<file path="config.mk">
export PLATFORM = sky130hd
export DESIGN_NAME = ita_output_drain
export DESIGN_NICKNAME = d
export VERILOG_FILES = /design/src/rtl/ita_output_drain.sv
export SDC_FILE = /design/constraint.sdc
export NUM_CORES = 1
export LEC_CHECK = 0
export ABC_AREA = 0
export BUFFER_PORTS_ARGS = -buffer_cell sky130_fd_sc_hd__buf_2
export CAP_MARGIN = 5
export CORE_MARGIN = 2
export CORE_UTILIZATION = 40
export CTS_BUF_LIST = sky130_fd_sc_hd__clkbuf_4 sky130_fd_sc_hd__clkbuf_8
export CTS_CLUSTER_DIAMETER = 60
export DETAILED_ROUTE_END_ITERATION = 7
export PLACE_DENSITY = 0.61
export SYNTH_ARGS = -nofsm -noshare
export SYNTH_HDL_FRONTEND = slang
export SYNTH_SLANG_ARGS = --single-unit
</file>
<file path="constraint.sdc">
create_clock -name clk_i -period 7.35 [get_ports clk_i]
set_clock_uncertainty 0.2 [all_clocks]
set_input_delay 1.47 -clock clk_i [delete_from_list [all_inputs] [get_ports clk_i]]
set_output_delay 1.47 -clock clk_i [all_outputs]
set_load 0.02 [all_outputs]
</file>
<file path="src/rtl/ita_output_drain.sv">
// Output FIFO drain: pops N*WI-bit entries and serializes each one into
// N*WI/OutWidth beats on a valid/ready stream, lowest lanes first.
module ita_output_drain #(
  parameter int unsigned N          = 16,
  parameter int unsigned WI         = 8,
  parameter int unsigned OutWidth   = 32,
  parameter int unsigned CountWidth = 32
) (
  input  logic                  clk_i,
  input  logic                  rst_ni,
  input  logic                  start_i,
  input  logic [CountWidth-1:0] n_entries_i,
  output logic                  busy_o,
  output logic                  done_o,
  input  logic                  fifo_valid_i,
  input  logic [N*WI-1:0]       fifo_data_i,
  output logic                  fifo_pop_o,
  output logic                  oup_valid_o,
  input  logic                  oup_ready_i,
  output logic [OutWidth-1:0]   oup_data_o,
  output logic                  oup_last_o
);

  localparam int unsigned EntryWidth = N * WI;
  localparam int unsigned Beats      = EntryWidth / OutWidth;
  localparam int unsigned BeatWidth  = (Beats > 1) ? $clog2(Beats) : 1;
  localparam logic [BeatWidth-1:0] LastBeat = BeatWidth'(Beats - 1);

  localparam logic [1:0] Idle  = 2'd0;
  localparam logic [1:0] Drain = 2'd1;
  localparam logic [1:0] Done  = 2'd2;

  logic [1:0]                         state, state_next;
  logic [CountWidth-1:0]              n_q, pop_cnt;
  logic [BeatWidth-1:0]               beat_cnt;
  logic [Beats-1:0][OutWidth-1:0]     hold_buf;
  logic                               hold_valid;
  logic                               handshake, at_last_beat, pop;

  assign handshake    = hold_valid && oup_ready_i;
  assign at_last_beat = (beat_cnt == LastBeat);

  // Refill on the last-beat handshake so consecutive entries stream without a bubble.
  assign pop = (state == Drain) && fifo_valid_i && (pop_cnt < n_q) &&
               (!hold_valid || (handshake && at_last_beat));

  assign fifo_pop_o  = pop;
  assign oup_valid_o = hold_valid;
  assign oup_data_o  = hold_buf[beat_cnt];
  assign oup_last_o  = hold_valid && at_last_beat && (pop_cnt == n_q);
  assign busy_o      = (state == Drain);
  assign done_o      = (state == Done);

  always_ff @(posedge clk_i or negedge rst_ni) begin
    if (!rst_ni) begin
      state <= Idle;
    end else begin
      state <= state_next;
    end
  end

  always_comb begin
    state_next = state;
    case (state)
      Idle:    if (start_i) state_next = (n_entries_i == '0) ? Done : Drain;
      Drain:   if (handshake && oup_last_o) state_next = Done;
      Done:    state_next = Idle;
      default: state_next = Idle;
    endcase
  end

  // Job counters and the single-entry holding buffer.
  always_ff @(posedge clk_i or negedge rst_ni) begin
    if (!rst_ni) begin
      n_q        <= '0;
      pop_cnt    <= '0;
      beat_cnt   <= '0;
      hold_buf   <= '0;
      hold_valid <= 1'b0;
    end else begin
      if (state == Idle && start_i) begin
        n_q      <= n_entries_i;
        pop_cnt  <= '0;
        beat_cnt <= '0;
      end
      if (pop) begin
        hold_buf   <= fifo_data_i;
        hold_valid <= 1'b1;
        pop_cnt    <= pop_cnt + CountWidth'(1);
        beat_cnt   <= '0;
      end else if (handshake) begin
        if (!at_last_beat) begin
          beat_cnt <= beat_cnt + BeatWidth'(1);
        end else begin
          hold_valid <= 1'b0;
        end
      end
    end
  end

endmodule

</file>
==> metrics.yaml, run 1 <==
critical_path:
  crit_path_start_kind: "flop"
  arrival_ns: 3.05
  kind_of_end_point_of_the_critical_path: "output pin"
  regToRegSetupSlack_ns: 3.65
  required_time_at_the_worst_slack_endpoint_ns: 5.68
  launch_instance_of_the_worst_register_to_register_path: "pop_cnt[30]"
  logic_depth_of_the_worst_register_to_register_path: 9
  crit_path_max_fanout: 41
  critical_path.reg2reg.endpoint: "hold_buf[60]"
  start_to_end_type_of_the_worst_setup_path: "reg -> out"
timing:
  rsz0062_at_grt: "false"
  tightest_slew_ns: 1.08
  whs_ns: 0.299
  fin_crit_sh: 0.643
  timing.final.max_slew_violations: 0
  clock.fmax_mhz: 212
  report.final.hold_viol_count: 0
  finalSetupTns_ns: 0
  final_period_minus_worst_setup_slack_ns: 4.72
  report.final.setup_viol: 0
  timing.max_slew.rel_slack: 0.283
layout:
  layout.filler_cells: 2344
  multiInputGateArea_um2: 5020
  seq_area_um2: 4930
  fin_nets: 1198
  layout-area-overhead-vs-synth_pct: 16.3
  finalInstanceArea_um2: 12100
  fraction_of_final_layout_cells_with_drive_strength_greater_than_1: 0.401
  utilization: 0.477
routing:
  top_signal_layer_used: "met5"
  detail-route-antenna-nets: 0
  post_drt_wl_per_cell_um: 18.2
  drtIter0Drc: 478
  detail_route.first_pass.iterations: 4
  via_per_inst: 5.33
  detailroute.wirelength.met2_um: 11100
  detail_route.drc_violations: 0
  wl_met1_um: 11000
  routed-wl-met3_um: 1880
  wirelength_um: 24400
  num_vias: 7166
power_and_ir_drop:
  combPwrFrac: 0.427
  post-layout-total-power_mw: 4.43
  power.share.sequential: 0.396
  switching_share: 0.356
  powerDensity_nw_per_um2: 366
  internal_power_mw: 2.85
  total_switching_power_mw: 1.57
  vdd_drop_max_mv: 0.195
  cellLeakagePower_nw: 5.61
  share_clk_of_total_power: 0.177
floorplanning:
  die-width_um: 165
  pin_count: 202
  start_util: 0.410
  die_h_um: 165
  row_count: 58
  floorplan.core_area_um2: 25300
  die_area_um2: 27300
yosys:
  synthesis.area_per_instance_um2: 12.7
  main_flop_type_after_synthesis: "dfrtp_1"
  yosys_warnings: 0
  synth_edf_count: 0
  postSynthRegisterBits: 197
  seq_area_frac_synth: 0.475
  syn_nets: 1017
  syn-cell-area_um2: 10400
  synthesis.instances: 818
  postSynth.asyncResetShare: 1.00
  post_synthesis_cell_type_count: 57
clocking:
  post_cts_hold_buffer_count: 0
  clk_pin_slew_ns: 0.12
  clock_sinks: 197
  cts_made_buffers: 17
  cts-root-to-sink-buffers: 2
  cts_resized: 0
  cts_tree: "done"
  htree_num_levels: 4
  number_of_setup_buffers_added_after_cts: 0
  clkLatencyLatePin_ns: 0.48
  clock_tree.root_cell: "clkbuf_8"
global_route:
  first_pass_grt_wire_length_um: 39400
  largest_net_degree_at_the_start_of_global_routing: 137
  grt_overflow_total: 0
  via_count_of_the_first_global_routing_pass: 7227
  antenna_found_initial: 7
  total_grt_usage: 0.187
hold_path:
  holdCritStartpoint: "hold_buf[9]"
  worst_hold_path.endpoint: "hold_buf[9]"
  hold-path-cell-count: 1
  hold_path.class: "reg -> reg"
placed_design:
  placer_congestion_estimate: 0.779
  port_bufs: 201
  hpwlAfterDp_um: 16800
  placed_area_um2: 11600
outcome:
  outcome: "completed"
run:
  cap_viol_max_count: 0
-- per-layer routing --
layer | GRT usage | up-vias
met4 | 0.0486 | 4
met1 | 0.260 | 3555
met3 | 0.0582 | 22
met2 | 0.285 | 191
li1 | - | 3394
met5 | 0 | -
-- cell type report --
| class | instances | area share |
|---|---|---|
| tap | 330 | 0.0342 |
| clock inverter | 15 | 0.0187 |
| timing repair buffer | 212 | 0.0919 |
| multi-input combinational | 534 | 0.416 |
| sequential | 197 | 0.408 |
| clock buffer | 17 | 0.0194 |
| antenna | 2 | 0.000414 |
| inverter | 37 | 0.0115 |
-- critical path, cell delays in order (launching register included) --
cell and delay, ns:
dfrtp_1 0.44, ha_1 0.36, nand4_2 0.20, nor4_1 0.52, o21ai_1 0.19, a41oi_2 0.18
buf_4 0.43, nor2_4 0.07, buf_2 0.17
-- cells in the mapped netlist, types with 2 or more instances --
cell      number  area [µm²]
nor2b_1        6        37.5
o21ai_0       39         195
a21oi_1       16        80.1
ha_1          34         425
nor4_4         2        42.5
a31oi_1        3        18.8
dfrtp_1      197        4930
nand3_1       33         165
mux2_1        12         135
nand4b_1       5        43.8
o21a_1         4        30.0
buf_1          4        15.0
o211a_1        2        20.0
and4_1         3        26.3
nor2_1        17        63.8
inv_1         37         139
a221o_1        3        30.0
o211ai_1      31         233
and3_1         4        25.0
mux4_2        32         721
mux2_4       116        1740
buf_6         15         169
or4_1         12        90.1
nor3_1        16        80.1
clkbuf_1      26        97.6
nor4_1        12        75.1
nand4_1       27         169
o21ai_1        4        20.0
nand2_1       70         263
nand4_2        2        25.0
and2_1         4        25.0
buf_2          5        25.0
-- sequential cells by signal (all words and copies together) (netlist names) --
register and flops:
pop_cnt 32, n_q 32, hold_buf 128, state 2, oup_valid_o 1, beat_cnt 2
-- worst max-delay path by stage --
stage	startpoint	endpoint	slack, ns
global placement	oup_ready_i	fifo_pop_o	3.07
floorplan	oup_ready_i	fifo_pop_o	3.16
CTS	pop_cnt[30]	fifo_pop_o	2.61
detailed placement	oup_ready_i	fifo_pop_o	3.00
global route	pop_cnt[30]	fifo_pop_o	2.53
finish	pop_cnt[30]	fifo_pop_o	2.63
-- kinds of logic (layout without fill, tap and decap cells) --
kind of cell    count (synthesis)  after routing  share of synthesized area
buf+inv                        87            281                     0.0429
xor+xnor                        1              1                   0.000843
flops                         197            197                      0.475
mux                           162            162                      0.252
other cells                     0              2                          0
simple gates                  222            222                      0.116
fa+ha+maj                      34             34                     0.0409
compound gates                115            115                     0.0726
-- placed cells by master, fill, tap and decap left out, types with 5 or more instances in the layout --
master,n
buf_4,10
nor2b_1,6
buf_2,200
inv_12,5
nand2_1,70
clkbuf_8,18
dfrtp_1,196
mux2_1,12
o21ai_0,39
nor4_1,12
mux4_2,32
ha_1,34
nand3_1,33
nand4b_1,5
mux2_4,116
a21oi_1,16
nor3_1,16
nand4_1,27
inv_1,37
o211ai_1,31
or4_1,12
nor2_1,16
-- power groups by stage --
stage	clock network (mW)	registers, mW	logic [mW]
after global placement	0	1.76	1.88
after global routing	0.854	1.81	2.03
after floorplan	0	1.69	1.51
after CTS	0.812	1.76	1.91
final	0.785	1.75	1.89
after detailed placement	0	1.77	1.91
-- through the flow --
stage               instances  setup WS, ns
finish                   1344          2.63
global route             1342          2.53
CTS                      1342          2.61
detailed placement       1310          3.00
global placement         1310          3.07
floorplan                 818          3.16
Note: power is estimated with default switching activity, not from simulation.
==> run 2: changes to the inputs <==
--- a/config.mk
+++ b/config.mk
@@ -13,7 +13,7 @@
 export CTS_BUF_LIST = sky130_fd_sc_hd__clkbuf_4 sky130_fd_sc_hd__clkbuf_8
 export CTS_CLUSTER_DIAMETER = 60
 export DETAILED_ROUTE_END_ITERATION = 7
-export PLACE_DENSITY = 0.61
+export PLACE_DENSITY = 0.63
 export SYNTH_ARGS = -nofsm -noshare
 export SYNTH_HDL_FRONTEND = slang
 export SYNTH_SLANG_ARGS = --single-unit
==> constraint.sdc (replaced) <==
create_clock -name clk_i -period 4.1 [get_ports clk_i]
set_clock_uncertainty 0.2 [all_clocks]
set_input_delay 0.82 -clock clk_i [delete_from_list [all_inputs] [get_ports clk_i]]
set_output_delay 0.82 -clock clk_i [all_outputs]
set_load 0.02 [all_outputs]
==> run 2 against run 1 <==
Utilization increased by 0.11 points. Critical endpoint unchanged. Die area unchanged. Sequential power increased by 81%. Register-to-register slack got worse by 2.8 ns. First-iteration DRC count increased by 19%. Routed wire length increased by 1.3%. Sequential share of layout area decreased by 0.087 points. Hold slack got worse by 0.072 ns. Design area increased by 0.24%. Via count increased by 1.2%. Total power increased by 80%. Non-clock buffer count increased by 2.
==> metrics.yaml, run 2 (synthesis results as in run 1) <==
floorplanning:
  start_util: 0.410
  die-width_um: 165
  die_h_um: 165
  floorplan.core_area_um2: 25300
  row_count: 58
  pin_count: 202
  die_area_um2: 27300
critical_path:
  timing_endpoint_of_the_critical_path: "fifo_pop_o"
  crit_path_max_fanout: 7
  slowest_stage: "dfrtp_1"
  critical_path.top_delay_family: "simple AND/OR/NAND/NOR gates"
  logic_depth_of_the_worst_register_to_register_path: 8
  arrival_ns: 2.52
  launch_instance_of_the_worst_register_to_register_path: "pop_cnt[30]"
  required_time_at_the_worst_slack_endpoint_ns: 3.08
  critical_path_buf_inv_count: 1
  delay_contributed_by_the_slowest_stage_of_the_critical_path_ns: 0.49
  kind_of_end_point_of_the_critical_path: "output pin"
  critical_path_cell_count: 7
  critical_path.reg2reg.endpoint: "hold_buf[60]"
  path_cells: "ha_1 -> nand4_1 -> nor3_1 -> o21ai_1 -> a41oi_2 -> nor2_4 -> buf_2"
  crit_path_start_kind: "flop"
  start_to_end_type_of_the_worst_setup_path: "reg -> out"
  worstSetupStartpoint: "pop_cnt[11]"
  regToRegSetupSlack_ns: 0.82
global_route:
  first_pass_grt_wire_length_um: 39900
  largest_net_degree_at_the_start_of_global_routing: 137
  total_grt_usage: 0.191
  via_count_of_the_first_global_routing_pass: 7474
  grt_overflow_total: 0
  antenna_found_initial: 6
timing:
  tightest_slew_ns: 1.08
  post-route-worst-setup-slack_ns: 0.559
  report.final.hold_viol_count: 0
  timing.max_slew.rel_slack: 0.279
  finalSetupTns_ns: 0
  rsz0062_at_grt: "false"
  timing.final.max_slew_violations: 0
  final_period_minus_worst_setup_slack_ns: 3.54
  clock.fmax_mhz: 282
  report.final.setup_viol: 0
  fin_crit_sh: 0.864
layout:
  fin_nets: 1200
  final_common_cell: "buf_2"
  layout.filler_cells: 2272
  final_cell_mix: "buf_2, dfrtp_1, mux2_4"
  fraction_of_final_layout_cells_with_drive_strength_greater_than_1: 0.403
  utilization: 0.478
  biggest_regs: "hold_buf (128), n_q (32), pop_cnt (32)"
  largest_register_ff_count: 128
  regMostFlops: "hold_buf"
  layout-area-overhead-vs-synth_pct: 16.6
clocking:
  clkLatencyLatePin_ns: 0.48
  clock_tree.root_cell: "clkbuf_8"
  clk_pin_slew_ns: 0.13
  htree_num_levels: 4
  cts-root-to-sink-buffers: 2
  cts_resized: 0
  post_cts_hold_buffer_count: 0
  cts_made_buffers: 17
  number_of_setup_buffers_added_after_cts: 0
  clock_sinks: 197
  cts_tree: "done"
routing:
  detail_route.first_pass.iterations: 5
  detail_route.drc_violations: 0
  num_vias: 7250
  drtIter0Drc: 569
  post_drt_wl_per_cell_um: 18.4
  detail-route-antenna-nets: 0
  wirelength_um: 24700
  via_per_inst: 5.38
hold_path:
  hold_path.class: "in -> async"
run:
  cap_viol_max_count: 0
placed_design:
  placer_congestion_estimate: 0.798
  post-place-ws_ns: 0.829
  port_bufs: 201
  hpwlAfterDp_um: 17500
outcome:
  outcome: "completed"
power_and_ir_drop:
  powerDensity_nw_per_um2: 657
  cellLeakagePower_nw: 5.63
  vdd_drop_max_mv: 0.409
[run 2: cell types whose count changed in the layout (fill, tap and decap cells not counted), sizes merged]
cell / before / now
buf: 211 / 213
clkinv: 6 / 7
diode: 2 / 3
inv: 46 / 45
[run 2: report_power, final]
part	switching, mW	internal [mW]
logic	1.52	1.88
registers	0.439	2.72
clock network	0.882	0.504
[run 2: how the worst min path moves through the flow]
stage | from | cells after the start | slack [ns] | endpoint
after floorplan | state[1] | 1 | 0.25 | state[1]
after global placement | hold_buf[62] | 1 | 0.27 | hold_buf[62]
after detailed placement | hold_buf[17] | 1 | 0.28 | hold_buf[17]
after CTS | rst_ni | 1 | 0.25 | n_q[7]
after global routing | rst_ni | 1 | 0.27 | n_q[7]
final | rst_ni | 1 | 0.23 | n_q[7]
[run 2: layout make-up]
class                           instances  area [µm²]  share of cell area
Clock inverter                         15         224              0.0185
Multi-Input combinational cell        534        5020               0.415
Sequential cell                       197        4930               0.407
Tap cell                              330         413              0.0341
Clock buffer                           17         234              0.0193
Inverter                               37         139              0.0115
Timing Repair Buffer                  214        1140              0.0939
Antenna cell                            3        7.51            0.000620
[run 2: routing by layer]
layer / vias to the layer above / share of wire / GRT usage
met5: - / 0.0015 / 0
met4: 6 / 0.015 / 0.0530
met3: 29 / 0.066 / 0.0514
met2: 209 / 0.47 / 0.309
met1: 3588 / 0.45 / 0.253
li1: 3418 / - / -
[run 2: through the flow]
stage                     cells  instance area (µm²)  power (mW)  hold slack [ns]
after CTS                  1344                12100        8.04            0.249
after floorplan             818                10400        5.73            0.249
after global routing       1346                12100        8.44            0.270
after detailed placement   1312                11600        6.63            0.275
final                      1347                12100        7.95            0.227
after global placement     1312                11600        6.53            0.266
